File: src/rtl/tt_logic_engine.sv
// Reprogrammable truth-table engine: N_OUT tables of N_IN inputs evaluated on a registered path,
// reloaded over a valid/ready port, with a self-check sweep that signs each table back.
module tt_logic_engine #(
  parameter int unsigned N_IN  = 4,
  parameter int unsigned N_OUT = 2,
  parameter logic [(1 << N_IN)-1:0] TT_INIT = 16'h1D95
) (
  input  logic                          clk,
  input  logic                          rst,
  input  logic [N_IN-1:0]               in,
  output logic [N_OUT-1:0]              out,
  input  logic                          cfg_valid,
  output logic                          cfg_ready,
  input  logic [2:0]                    cfg_ch,
  input  logic [(1 << N_IN)-1:0]        cfg_data,
  output logic                          cfg_err,
  input  logic                          sweep_start,
  input  logic [N_OUT*(1 << N_IN)-1:0]  sweep_exp,
  output logic                          sweep_busy,
  output logic                          sweep_done,
  output logic                          sweep_pass,
  output logic [N_IN-1:0]               sweep_fidx
);

  localparam int unsigned TTW = 1 << N_IN;
  localparam logic [3:0]  N_OUT_W = 4'(N_OUT);

  localparam logic [1:0] IDLE  = 2'd0;
  localparam logic [1:0] SWEEP = 2'd1;
  localparam logic [1:0] DONE  = 2'd2;

  typedef logic [N_IN-1:0] idx_t;
  typedef logic [TTW-1:0]  tt_t;

  localparam idx_t IDX_MAX = '1;

  logic [1:0]           state_q, state_d;
  tt_t                  tt_q  [N_OUT];
  tt_t                  tt_d  [N_OUT];
  tt_t                  sig_q [N_OUT];
  tt_t                  sig_d [N_OUT];
  idx_t                 idx_q, idx_d;
  idx_t                 fidx_q, fidx_d;
  logic [N_OUT-1:0]     out_q, out_d;
  logic [N_OUT*TTW-1:0] exp_q, exp_d;
  logic [N_OUT*TTW-1:0] sig_flat;
  tt_t                  diff;
  logic                 pass_q, pass_d;
  logic                 err_q, err_d;
  logic                 xfer, bad_ch;

  always_comb begin
    state_d  = state_q;
    tt_d     = tt_q;
    sig_d    = sig_q;
    idx_d    = idx_q;
    fidx_d   = fidx_q;
    out_d    = out_q;
    exp_d    = exp_q;
    pass_d   = pass_q;
    err_d    = 1'b0;
    sig_flat = '0;
    diff     = '0;
    xfer     = cfg_valid && (state_q == IDLE);
    bad_ch   = {1'b0, cfg_ch} >= N_OUT_W;

    case (state_q)
      IDLE: begin
        for (int c = 0; c < N_OUT; c++) out_d[c] = tt_q[c][in];
        if (xfer) begin
          // Out-of-range channels match no table and are simply dropped.
          for (int c = 0; c < N_OUT; c++) begin
            if (cfg_ch == 3'(c)) tt_d[c] = cfg_data;
          end
          err_d = bad_ch;
        end else if (sweep_start) begin
          state_d = SWEEP;
          exp_d   = sweep_exp;
          idx_d   = '0;
          pass_d  = 1'b0;
          fidx_d  = '0;
          for (int c = 0; c < N_OUT; c++) sig_d[c] = '0;
        end
      end
      SWEEP: begin
        for (int c = 0; c < N_OUT; c++) sig_d[c][idx_q] = tt_q[c][idx_q];
        idx_d = idx_q + 1'b1;
        if (idx_q == IDX_MAX) begin
          state_d = DONE;
          // Judge on the completed signature so the verdict is valid during the done pulse.
          for (int c = 0; c < N_OUT; c++) begin
            sig_flat[c*TTW +: TTW] = sig_d[c];
            diff = diff | (sig_d[c] ^ exp_q[c*TTW +: TTW]);
          end
          pass_d = (sig_flat == exp_q);
          fidx_d = '0;
          for (int i = TTW - 1; i >= 0; i--) begin
            if (diff[i]) fidx_d = idx_t'(i);
          end
        end
      end
      DONE: begin
        state_d = IDLE;
      end
      default: begin
        state_d = IDLE;
      end
    endcase
  end

  always_ff @(posedge clk or posedge rst) begin
    if (rst) begin
      state_q <= IDLE;
      for (int c = 0; c < N_OUT; c++) begin
        tt_q[c]  <= TT_INIT;
        sig_q[c] <= '0;
      end
      idx_q  <= '0;
      fidx_q <= '0;
      out_q  <= '0;
      exp_q  <= '0;
      pass_q <= 1'b0;
      err_q  <= 1'b0;
    end else begin
      state_q <= state_d;
      tt_q    <= tt_d;
      sig_q   <= sig_d;
      idx_q   <= idx_d;
      fidx_q  <= fidx_d;
      out_q   <= out_d;
      exp_q   <= exp_d;
      pass_q  <= pass_d;
      err_q   <= err_d;
    end
  end

  assign out        = out_q;
  assign cfg_ready  = (state_q == IDLE);
  assign cfg_err    = err_q;
  assign sweep_busy = (state_q == SWEEP);
  assign sweep_done = (state_q == DONE);
  assign sweep_pass = pass_q;
  assign sweep_fidx = fidx_q;

endmodule

File: config.mk
export PLATFORM = sky130hd
export DESIGN_NAME = tt_logic_engine
export DESIGN_NICKNAME = d
export VERILOG_FILES = /design/src/rtl/tt_logic_engine.sv
export SDC_FILE = /design/constraint.sdc
export NUM_CORES = 1
export LEC_CHECK = 0
export ABC_CLOCK_PERIOD_IN_PS = 10000
export CAP_MARGIN = 20
export CORE_MARGIN = 8
export CORE_UTILIZATION = 40
export DETAILED_ROUTE_END_ITERATION = 7
export DONT_BUFFER_PORTS = 1
export SETUP_SLACK_MARGIN = 0.2
export SYNTH_ARGS = -nofsm -noshare
export SYNTH_HDL_FRONTEND = slang
export SYNTH_SLANG_ARGS = --single-unit
File: constraint.sdc
create_clock -name clk -period 10 [get_ports clk]
set_input_delay 2 -clock clk [delete_from_list [all_inputs] [get_ports clk]]
set_output_delay 2 -clock clk [all_outputs]
set_load 0.05 [all_outputs]
# Word-level counts from Yosys, hierarchy flattened
# Index checks and enable logic that the tools add are counted.
[op_classes]
eq_ne = 8
n_mux = 46
order_cmp = 4
bitwise = 4
n_reduce_logical = 11
add_sub_neg = 1
[ops]
columns = ["operator", "count"]
rows = [
  ["4-bit 2-to-1 mux", 19],
  ["32-bit 2-to-1 mux", 2],
  ["32-bit one-hot mux with 2 select lines", 1],
  ["16-bit bitwise mux", 2],
  ["32-bit == test", 1],
  ["16-bit bitwise XOR", 2],
  ["1-bit binary-select mux with 4-bit select", 4],
  ["16-bit OR", 1],
  ["4-bit one-hot mux with 2 select lines", 2],
  ["3-bit AND reduction", 5],
  ["4-bit by 5-bit < comparator with 1-bit output, second input constant", 2],
  ["1-bit 2-to-1 mux", 10],
  ["2-bit 2-to-1 mux", 3],
  ["4-bit by 1-bit adder with 4-bit output, second input constant", 1],
  ["1-bit demux with 4-bit select", 1],
  ["4-bit == test, second input constant", 1],
  ["4-bit by 1-bit >= comparator with 1-bit output, second input constant", 1],
  ["2-bit by 1-bit != test with 1-bit output, second input constant", 2],
  ["2-bit one-hot mux with 2 select lines", 1],
  ["4-bit AND reduction", 1],
  ["3-bit by 1-bit == test with 1-bit output, second input constant", 1],
  ["3-bit by 2-bit >= comparator with 1-bit output, second input constant", 1],
  ["3-bit logical NOT", 1],
  ["2-bit by 1-bit == test with 1-bit output, second input constant", 1],
  ["7 further kinds", 8],
]
[word_totals]
in_bits = 59
ff_bits = 110
wordCells = 85
out_inout_bits = 11

# Logic depth before layout (Yosys ltp)
[logic_depth]
depth_word = 25
mapped_depth = 11
ltp_nobuf = 9

# Worst setup path before layout
# Ideal clock, no wire load.
[synth_timing]
path_kind = "input-to-reg"
startpoint = "in in[0]"
endpoint = "reg out_q[1], in the netlist out[1]"
required_time_ps = 9875
path_buffers = 1
setup_time_ps = 125
arrival_time_ps = 3681
slack_ps = 6194
stages = 4
cell_sequence = "clkbuf_1 -> mux4_2 -> mux4_2 -> mux2_2"
[synth_via]
elab_chain_len = 2
[synth_lines]
columns = ["element", "line", "text"]
rows = [
  ["start: declaration", "10", "input logic [N_IN-1:0] in,"],
  ["1-bit binary-select mux with 4-bit select", "69", "for (int c = 0; c < N_OUT; c++) out_d[c] = tt_q[c][in];"],
  ["1-bit 2-to-1 mux (not written as such)", "69", ""],
  ["end signal: assignment", "130", "out_q <= out_d;"],
  ["end: declaration", "44", "logic [N_OUT-1:0] out_q, out_d;"],
]
# No other way between the ends. The select of a mux whose other input is x is not followed.
# A chain may end at the register's enable or synchronous reset.

# Worst setup path after layout
[layout_timing]
startpoint = "reg state_q[1]"
endpoint = "out sweep_busy"
[layout_via]
elab_chain_len = 1
[layout_lines]
columns = ["element", "line", "text"]
rows = [
  ["start: declaration", "37", "logic [1:0] state_q, state_d;"],
  ["start signal: assignment", "125", "state_q <= state_d;"],
  ["2-bit by 1-bit == test with 1-bit output", "140", "assign sweep_busy = (state_q == SWEEP);"],
  ["end: declaration", "19", "output logic sweep_busy,"],
]
# No other way between the ends.

==> impl_metrics.json <==
{
  "critPathKind": "reg -> out",
  "endpoint_kind": "output port",
  "power_mw": 2.28,
  "postCtsSetupBuffers": 0,
  "worstPathRequired_ps": 8000,
  "clock_sinks": 110,
  "worstHoldPathType": "reg -> reg",
  "p_leak_nw": 2.90,
  "internal_power_mw": 1.32,
  "ant_nets": 0,
  "synth_ff_type": "dfrtp_1",
  "seq_power_share_pct": 37.7,
  "grt_pass1_wl_mm": 25.9,
  "num_antenna_cells": 0,
  "crit_fanout": 13,
  "syn_to_final_growth_pct": 9.12,
  "finalCritPeriodShare_pct": 39.2,
  "fin_worst_skew_ps": 8.99,
  "firstDrtPassIters": 4,
  "clockBufferDepth": 2,
  "hpwl_mm": 11.1,
  "setup_viol": 0,
  "worstMarginPinSlew_ps": 1060,
  "outcome": "finished, final reports clean",
  "powerDensity_nw_per_um2": 345,
  "syn_area_um2": 6070,
  "pwr-share-clk_pct": 17.1,
  "wl_mm": 15.6,
  "irDropWorstVdd_v": 0.000132,
  "grtUsageTotal_pct": 16.8,
  "grt_start_max_net_pins": 61,
  "dieArea_um2": 19400,
  "rsz0062_at_grt": "no",
  "switching_share_pct": 42.3,
  "gp_congestion": 0.822,
  "clk_pin_slew_ps": 70,
  "grt_pass1_vias": 4791,
  "start_util_pct": 40.4,
  "grt_overflow": 0,
  "synthDistinctLibCells": 62,
  "syn_avg_cell_area_um2": 10.1,
  "via_count": 4563,
  "syn_nets": 665,
  "antenna_found_initial": 0,
  "drt_iter0_drc": 277,
  "drive_above_1_share_pct": 15.5,
  "p_sw_mw": 0.965,
  "startpoint_type": "register",
  "cts-root-buf": "clkbuf_16",
  "wl_per_cell_um": 19.8,
  "combPwrFrac_pct": 45.3,
  "die_x_um": 139,
  "htree_levels": 3,
  "fmax_mhz": 255,
  "numPortBuffers": 0,
  "slew_viol_final": 0,
  "tritoncts": "done",
  "critPathArrivalTime_ps": 1920,
  "synth_edf_count": 0,
  "routed_via_density": 5.79,
  "die_h_um": 139,
  "clk_latency_ps": 360,
  "holdWs_ps": 480,
  "cap_viol_max_count": 0,
  "finalCriticalPeriod_ps": 3920,
  "cts-buffers-inserted": 9,
  "io-pin-count": 70,
  "max_slew_margin_pct": 28.9,
  "yosysWarnings": 0,
  "hold_viol": 0,
  "fillers": 1439,
  "post_cts_resized": 0,
  "synthArstFlopShare_pct": 100,
  "ys_seq_area_share_pct": 45.7,
  "final_net_count": 658,
  "drc": 0,
  "num_rows": 45,
  "tns_ps": 0,
  "synthCells": 602,
  "core_um2": 15000,
  "cts_hold_buffers": 0,
  "synth-seq-cells": 110
}
worst max-delay path: stages (launching register included):
cell and delay, ps:
dfrtp_1 410, nand2b_1 460, clkinv_1 340, buf_4 330
final timing paths:
path	start	end	slack [ps]	cells past startpoint
worst max-delay path	state_q[1]$_DFFE_PP0P_	sweep_busy	6080	3
worst min-delay path	sig_q[5]$_DFFE_PP0P_	sig_q[5]$_DFFE_PP0P_	480	2
worst max register to register	idx_q[0]$_DFFE_PP0P_	sweep_pass$_DFFE_PP0P_	6560	8
worst min register to register	sig_q[5]$_DFFE_PP0P_	sig_q[5]$_DFFE_PP0P_	480	2
max in group asynchronous	rst	exp_q[18]$_DFFE_PP0P_	7190	2
min in group asynchronous	rst	tt_q[13]$_DFFE_PP0P_	1650	1
synthesized netlist by cell type, types with 10 or more instances:
cell type | number | area share, %
dfstp_2 | 16 | 6.9
mux2_1 | 10 | 1.9
nand3_1 | 16 | 1.3
mux4_2 | 20 | 7.4
mux2i_1 | 17 | 2.8
nor2b_1 | 10 | 1.0
xor2_1 | 14 | 2.0
clkbuf_1 | 18 | 1.1
nor3b_1 | 10 | 1.2
dfrtp_1 | 94 | 39
nand2_1 | 157 | 9.7
o21ai_0 | 40 | 3.3
mux2_2 | 27 | 5.0
nand2b_1 | 10 | 1.0
nor2_1 | 15 | 0.93
xnor2_1 | 14 | 2.0
cell type report:
cell class	count	area, um2	share of cell area, %
Clock buffer	12	246	3.72
Clock inverter	4	70.1	1.06
Inverter	10	40.0	0.605
Multi-Input combinational cell	455	3150	47.6
Sequential cell	110	2770	41.9
Tap cell	188	235	3.55
Timing Repair Buffer	9	108	1.63
logic make-up after synthesis:
| logic type | count (synthesis) | synth area share [%] |
|---|---|---|
| and+or+nand+nor | 262 | 20.3 |
| DFF | 110 | 45.7 |
| AOI/OAI and AO/OA | 86 | 9.05 |
| muxes | 75 | 17.5 |
| buffers and inverters | 37 | 2.52 |
| xor gates and xnor gates | 28 | 4.04 |
| adders and majority gates | 4 | 0.825 |
flip-flops by register name, summed over array words and instances, names as in the netlist:
register    count
exp_q          32
sig_q          32
tt_q           32
idx_q           4
sweep_fidx      4
out             2
state_q         2
cfg_err         1
sweep_pass      1
stage by stage:
step,setup slack [ps],util [%],area [um2],std cells
final,6080,44.0,6620,788
after floorplan,5120,-,6070,602
after global routing,6010,44.0,6620,788
after detailed placement,6270,41.7,6280,771
after CTS,6090,43.9,6590,787
after global placement,6310,41.6,6250,770
routing by layer:
| metal | up-vias | GRT usage [%] | wire [um] |
|---|---|---|---|
| li1 | 2112 | - | - |
| met1 | 2311 | 20.1 | 6620 |
| met2 | 119 | 27.2 | 7380 |
| met4 | 0 | 4.74 | 223 |
| met3 | 21 | 7.13 | 1380 |
| met5 | - | 0 | 0 |
power by group through the flow:
stage / Sequential, mW / Clock (mW) / Combinational, mW
floorplan: 0.792 / 0 / 0.810
global placement: 0.870 / 0 / 0.977
detailed placement: 0.882 / 0 / 1.01
CTS: 0.874 / 0.399 / 1.01
global route: 0.890 / 0.418 / 1.15
finish: 0.860 / 0.390 / 1.03
layout by cell type (no fill, tap or decap), types with 9 or more instances in the layout:
cell type,count
nor2_1,15
clkbuf_16,9
nand2b_1,10
mux2_1,10
xnor2_1,14
o21ai_0,40
nor2b_1,10
xor2_1,14
nand3_1,16
dfrtp_1,94
o21ai_1,9
nand2_1,157
mux2i_1,17
mux2_2,27
nor3b_1,10
mux4_2,20
dfstp_2,16
Power figures use the tool's default switching activity.
